<file path="config.mk">
export PLATFORM = sky130hd
export DESIGN_NAME = ram_stream_loader
export DESIGN_NICKNAME = d
export VERILOG_FILES = /design/src/rtl/ram_stream_loader.sv
export SDC_FILE = /design/constraint.sdc
export NUM_CORES = 1
export LEC_CHECK = 0
export BUFFER_PORTS_ARGS = -buffer_cell sky130_fd_sc_hd__buf_2
export CORE_MARGIN = 2
export CORE_UTILIZATION = 36
export CTS_BUF_LIST = sky130_fd_sc_hd__clkbuf_8 sky130_fd_sc_hd__clkbuf_16
export DETAILED_ROUTE_END_ITERATION = 12
export PLACE_DENSITY = 0.66
export SYNTH_ARGS = -nofsm -noshare
export SYNTH_HDL_FRONTEND = slang
export SYNTH_SLANG_ARGS = --single-unit
</file>
<file path="constraint.sdc">
create_clock -name clock -period 2.1 [get_ports clock]
set_input_delay 0.63 -clock clock [delete_from_list [all_inputs] [get_ports clock]]
set_output_delay 0.63 -clock clock [all_outputs]
set_load 0.05 [all_outputs]
</file>
<file path="src/rtl/ram_stream_loader.sv">
// ram_stream_loader: packs a byte stream, or zero-fills, into one of
// several word-wide RAM write ports under a simple command handshake.
module ram_stream_loader #(
  parameter  int NUM_CHANNELS = 3,
  parameter  int ADDR_WIDTH   = 10,
  parameter  int WORD_BYTES   = 1,
  localparam int DATA_WIDTH   = 8 * WORD_BYTES,
  localparam int CH_W  = (NUM_CHANNELS > 1) ? $clog2(NUM_CHANNELS) : 1,
  localparam int LEN_W = ADDR_WIDTH + 1
) (
  input  logic                    clock,
  input  logic                    resetN,
  input  logic                    cmd_valid,
  output logic                    cmd_ready,
  input  logic [CH_W-1:0]         cmd_chan,
  input  logic                    cmd_mode,
  input  logic [LEN_W-1:0]        cmd_len,
  input  logic                    cmd_abort,
  input  logic                    s_valid,
  output logic                    s_ready,
  input  logic [7:0]              s_data,
  output logic [NUM_CHANNELS-1:0] wr_en,
  output logic [ADDR_WIDTH-1:0]   wr_addr,
  output logic [DATA_WIDTH-1:0]   wr_data,
  output logic                    busy,
  output logic                    done,
  output logic                    err,
  output logic [LEN_W-1:0]        words_written
);

  localparam int LANE_W = (WORD_BYTES > 1) ? $clog2(WORD_BYTES) : 1;
  localparam logic [LANE_W-1:0] LAST_LANE = LANE_W'(WORD_BYTES - 1);
  localparam logic [LEN_W-1:0] MAX_LEN = LEN_W'(2 ** ADDR_WIDTH);
  localparam logic [NUM_CHANNELS-1:0] ONE = NUM_CHANNELS'(1);

  typedef enum logic [1:0] {IDLE, LOAD, FILL, DONE} state_t;

  state_t                state;
  logic [CH_W-1:0]       chan;
  logic [LEN_W-1:0]      len;
  logic [LANE_W-1:0]     lane;
  logic [DATA_WIDTH-1:0] word_buf;
  logic [DATA_WIDTH-1:0] word_next;
  logic [LEN_W-1:0]      ww_next;
  logic                  cmd_fire;
  logic                  byte_fire;
  logic                  word_last;
  logic                  chan_bad;
  logic                  len_bad;
  logic                  all_written;

  assign cmd_ready   = (state == IDLE);
  assign busy        = (state != IDLE);
  assign cmd_fire    = cmd_valid && cmd_ready;
  assign byte_fire   = s_valid && s_ready;
  assign word_last   = (lane == LAST_LANE);
  assign ww_next     = words_written + LEN_W'(1);
  assign chan_bad    = int'(cmd_chan) >= NUM_CHANNELS;
  assign len_bad     = cmd_len > MAX_LEN;
  assign all_written = (words_written == len);

  // Incoming byte merged into its little-endian lane
  always_comb begin
    word_next = word_buf;
    word_next[int'(lane)*8 +: 8] = s_data;
  end

  always_ff @(posedge clock or negedge resetN) begin
    if (!resetN) begin
      state         <= IDLE;
      chan          <= '0;
      len           <= '0;
      lane          <= '0;
      word_buf      <= '0;
      s_ready       <= 1'b0;
      wr_en         <= '0;
      wr_addr       <= '0;
      wr_data       <= '0;
      done          <= 1'b0;
      err           <= 1'b0;
      words_written <= '0;
    end else begin
      wr_en <= '0;
      case (state)
        IDLE: begin
          if (cmd_fire) begin
            chan          <= cmd_chan;
            len           <= cmd_len;
            lane          <= '0;
            words_written <= '0;
            if (chan_bad || len_bad) begin
              state <= DONE;
              done  <= 1'b1;
              err   <= 1'b1;
            end else if (cmd_len == '0) begin
              state <= DONE;
              done  <= 1'b1;
            end else if (cmd_mode) begin
              state <= FILL;
            end else begin
              state   <= LOAD;
              s_ready <= 1'b1;
            end
          end
        end
        LOAD: begin
          if (cmd_abort || all_written) begin
            state   <= DONE;
            done    <= 1'b1;
            s_ready <= 1'b0;
            lane    <= '0;
          end else if (byte_fire) begin
            word_buf <= word_next;
            if (word_last) begin
              lane          <= '0;
              wr_en         <= ONE << chan;
              wr_addr       <= words_written[ADDR_WIDTH-1:0];
              wr_data       <= word_next;
              words_written <= ww_next;
              if (ww_next == len) s_ready <= 1'b0;
            end else begin
              lane <= lane + LANE_W'(1);
            end
          end
        end
        FILL: begin
          if (cmd_abort || all_written) begin
            state <= DONE;
            done  <= 1'b1;
          end else begin
            wr_en         <= ONE << chan;
            wr_addr       <= words_written[ADDR_WIDTH-1:0];
            wr_data       <= '0;
            words_written <= ww_next;
          end
        end
        DONE: begin
          state <= IDLE;
          done  <= 1'b0;
          err   <= 1'b0;
        end
        default: state <= IDLE;
      endcase
    end
  end

endmodule

</file>
==> qor.csv <==
stage;metric;value;unit
outcome;status;finished clean;
die;vertical die dimension;90.1;um
synthesis;Seq cells post-synth;50;
sta;# setup viols final;0;
sta;Least-Margin Pin Slew;0.576;ns
critical_path;Setup crit end;wr_addr[4];
synthesis;syn nets;283;
critical_path;R2R setup slack;0.09;ns
power_and_ir_drop;internal power component;0.00260;W
critical_path;path type of the worst setup path;reg2reg;
synthesis;portion of synthesized cell area occupied by the leading cell type;0.468;
cells_and_area;area delta synth->final;29.0;%
synthesis;Top FF cell, synth;sky130_fd_sc_hd__dfrtp_1;
synthesis;Synth area leaders;sky130_fd_sc_hd__dfrtp_1 (47%), sky130_fd_sc_hd__mux2_2 (6.7%), sky130_fd_sc_hd__o21ai_0 (4.1%);
die;effective utilization at floorplan;0.370;
power_and_ir_drop;IR Drop Worst-Case VDD;797;uV
synthesis;share of synthesized registers carrying an async set or reset;1.00;
global_route;Remaining Overflow, GRT;0;
synthesis;dominant cell type by area after synthesis;sky130_fd_sc_hd__dfrtp_1;
route;number of design-rule violations left by the first detailed-router iteration;148;
global_route;GRT Util Overall;0.157;
sta;final slew viol count;0;
route;total iterations of the first detailed-routing run;4;
route;wire length per cell;14.1;um
route;vias per cell;4.96;
critical_path;Critical Path RT;2.29;ns
critical_path;end of the worst register-to-register path;wr_addr[4];
critical_path;sort of element at the start of the critical path;flip-flop;
power_and_ir_drop;overall power after layout;0.00474;W
place;count of placed standard cells including taps;419;
cells_and_area;diode count;0;
sta;minimum clock period after layout;2.01;ns
synthesis;cell area after technology mapping;2670;sq um
clock_network;clock sink count;50;
sta;worst setup skew after layout;0.00641;ns
sta;Slew Limit Headroom;0.615;
clock_network;number of levels in the clock H-tree;2;
cells_and_area;share of cells above drive strength 1;0.438;
critical_path;Critical R2R Launch;words_written[0];
cells_and_area;Post-Layout Cell Count;432;
die;Cell Rows;31;
clock_network;buffer levels on the longest clock path;2;
power_and_ir_drop;net switching share of the total power;0.452;
synthesis;count of warnings emitted by yosys;0;
die;Die Footprint;8130;sq um
die;die outline width;90.1;um
global_route;maximum number of pins on one net before global-route repair;51;
synthesis;number of flops mapped to enable cells by yosys;0;
global_route;wire length of the first global-routing pass;10300;um
synthesis;count of cell types in the netlist;44;
route;Antenna Nets Post-Route;0;
synthesis;sequential area share after synthesis;0.468;
place;Placer Congestion;0.873;
power_and_ir_drop;leakage dissipation;1.62;nW
clock_network;Num CTS Buffers;5;
route;DRT Wirelength;6080;um
global_route;number of global-route vias before repair;2049;
clock_network;Worst-Skew Late Latency;0.30;ns
synthesis;syn avg cell area;10.7;sq um
clock_network;TritonCTS clock tree;yes;
run;max capacitance violation total;0;
route;total DRC errors in the routed layout;0;
clock_network;Hold Buf Count CTS;0;
power_and_ir_drop;Pwr per Cell Area;1380;nW/um^2
place;number of port buffers;63;
route;routed vias;2141;
clock_network;buffer cell driving the clock tree root;sky130_fd_sc_hd__clkbuf_8;
critical_path;depth of the worst register-to-register path;6;
sta;share of the cycle needed by the critical path after routing;0.959;
power_and_ir_drop;share of total power in the clock network;0.120;
critical_path;Worst EP arrival;2.21;ns
die;area inside the core boundary;7210;sq um
sta;final hold violations;0;
place;Final HPWL DP;4600;um
critical_path;Setup crit start;words_written[0];
power_and_ir_drop;total net switching power;0.00214;W
sta;Fmax achieved;496;MHz
power_and_ir_drop;combinational group share of total power;0.561;
global_route;antenna violations before repair;0;
clock_network;clock slew at reported path FFs;0.09;ns
critical_path;endpoint kind of the worst setup timing path;flip-flop;
critical_path;peak fanout along the critical path;26;
hold_path;kind of path behind the tightest hold check;in2async;
die;io pins;64;
power_and_ir_drop;sequential power share;0.319;
cells_and_area;Final nets;365;
synthesis;post-synthesis cell count;250;
[layer usage]
layer,share of wire,routed length [um],global-route usage,vias to the layer above
met2,0.46,2830,0.246,62
met1,0.47,2860,0.217,1018
met3,0.048,291,0.0310,8
met5,0,0,0,-
li1,-,-,-,1053
met4,0.018,108,0.0538,0
[how the worst min path moves through the flow]
stage / startpoint / to
floorplan: resetN / chan[0]
detailed placement: chan[0] / wr_en[2]
global route: resetN / len[3]
finish: resetN / len[3]
global placement: chan[1] / wr_en[1]
CTS: resetN / len[3]
[critical path: stages, from the launching register on]
cell and delay, ns:
sky130_fd_sc_hd__dfrtp_2 0.48, sky130_fd_sc_hd__xor2_1 0.32, sky130_fd_sc_hd__nor4_4 0.08, sky130_fd_sc_hd__a31oi_2 0.26
sky130_fd_sc_hd__a21boi_4 0.23, sky130_fd_sc_hd__buf_12 0.18, sky130_fd_sc_hd__mux2_2 0.34
[state kept, by name, indices dropped and copies added, names as in the netlist]
signal and cells:
state 2, err 1, words_written 11, wr_en 3
chan 2, done 1, s_ready 1, len 11
wr_data 8, wr_addr 10
[cell usage after synthesis, types with 2 or more instances]
| cell type | count |
|---|---|
| sky130_fd_sc_hd__nand4_1 | 3 |
| sky130_fd_sc_hd__and4_1 | 2 |
| sky130_fd_sc_hd__nor4b_1 | 2 |
| sky130_fd_sc_hd__mux2_2 | 16 |
| sky130_fd_sc_hd__o22ai_1 | 3 |
| sky130_fd_sc_hd__a21oi_1 | 3 |
| sky130_fd_sc_hd__nor4_1 | 4 |
| sky130_fd_sc_hd__dfrtp_1 | 50 |
| sky130_fd_sc_hd__ha_1 | 6 |
| sky130_fd_sc_hd__nand3b_1 | 8 |
| sky130_fd_sc_hd__nand2_1 | 18 |
| sky130_fd_sc_hd__mux2_1 | 6 |
| sky130_fd_sc_hd__a31oi_1 | 4 |
| sky130_fd_sc_hd__nor2_1 | 5 |
| sky130_fd_sc_hd__clkbuf_1 | 3 |
| sky130_fd_sc_hd__xnor2_1 | 9 |
| sky130_fd_sc_hd__nand2b_1 | 3 |
| sky130_fd_sc_hd__inv_1 | 16 |
| sky130_fd_sc_hd__and2_1 | 5 |
| sky130_fd_sc_hd__nor3_1 | 2 |
| sky130_fd_sc_hd__buf_2 | 9 |
| sky130_fd_sc_hd__mux2i_1 | 4 |
| sky130_fd_sc_hd__and3_1 | 4 |
| sky130_fd_sc_hd__nand3_1 | 6 |
| sky130_fd_sc_hd__o21ai_0 | 22 |
| sky130_fd_sc_hd__buf_6 | 2 |
| sky130_fd_sc_hd__o31ai_1 | 8 |
| sky130_fd_sc_hd__xor2_1 | 11 |
[cell type report]
| class | count | area (sq um) |
|---|---|---|
| clock buffer | 6 | 82.6 |
| clock inverter | 2 | 8.76 |
| fill | 707 | 3770 |
| inverter | 16 | 60.1 |
| multi-input combinational | 170 | 1360 |
| sequential | 50 | 1260 |
| tap | 99 | 124 |
| timing repair buffer | 89 | 544 |
[cell families after synthesis]
kind of cell	after synthesis	share of synthesized area
compound gates	49	0.126
flops	50	0.468
buf+inv	30	0.0520
fa+ha+maj	6	0.0281
mux	26	0.108
simple gates	69	0.153
xor+xnor	20	0.0656
[per-stage QoR]
| step | TNS (ns) | hold slack [ns] | setup WS [ns] | util | area, sq um |
|---|---|---|---|---|---|
| final | 0 | 0.300 | 0.0851 | 0.478 | 3450 |
| after global routing | -0.0171 | 0.318 | -0.0166 | 0.478 | 3450 |
| after CTS | 0 | 0.303 | 0.0106 | 0.464 | 3350 |
| after detailed placement | -0.336 | 0.469 | -0.114 | 0.451 | 3250 |
| after global placement | -0.179 | 0.462 | -0.0869 | 0.451 | 3250 |
| after floorplan | 0 | 0.334 | 0.00187 | - | 2740 |
[power by group through the flow]
stage / clock network, W / logic (W) / registers [W]
finish: 0.000568 / 0.00266 / 0.00151
global route: 0.000633 / 0.00289 / 0.00156
CTS: 0.000600 / 0.00251 / 0.00151
detailed placement: 0 / 0.00249 / 0.00153
global placement: 0 / 0.00246 / 0.00151
floorplan: 0 / 0.00140 / 0.00195
[cells in the final DEF (no fill, tap or decap), drive strengths merged, types with 6 or more instances in the layout]
cell and n:
buf 88, o31ai 8, ha 6, nand2 18, mux2 22, nand3 7, xnor2 9, o21ai 22
xor2 11, nand3b 8, dfrtp 50, inv 17, clkbuf 7
[what timing repair did]
action,CTS,global route
setup endpoints to repair,0,23
setup buffers,0,5
gates resized for setup,0,20
Note: power is estimated with default switching activity, not from simulation.
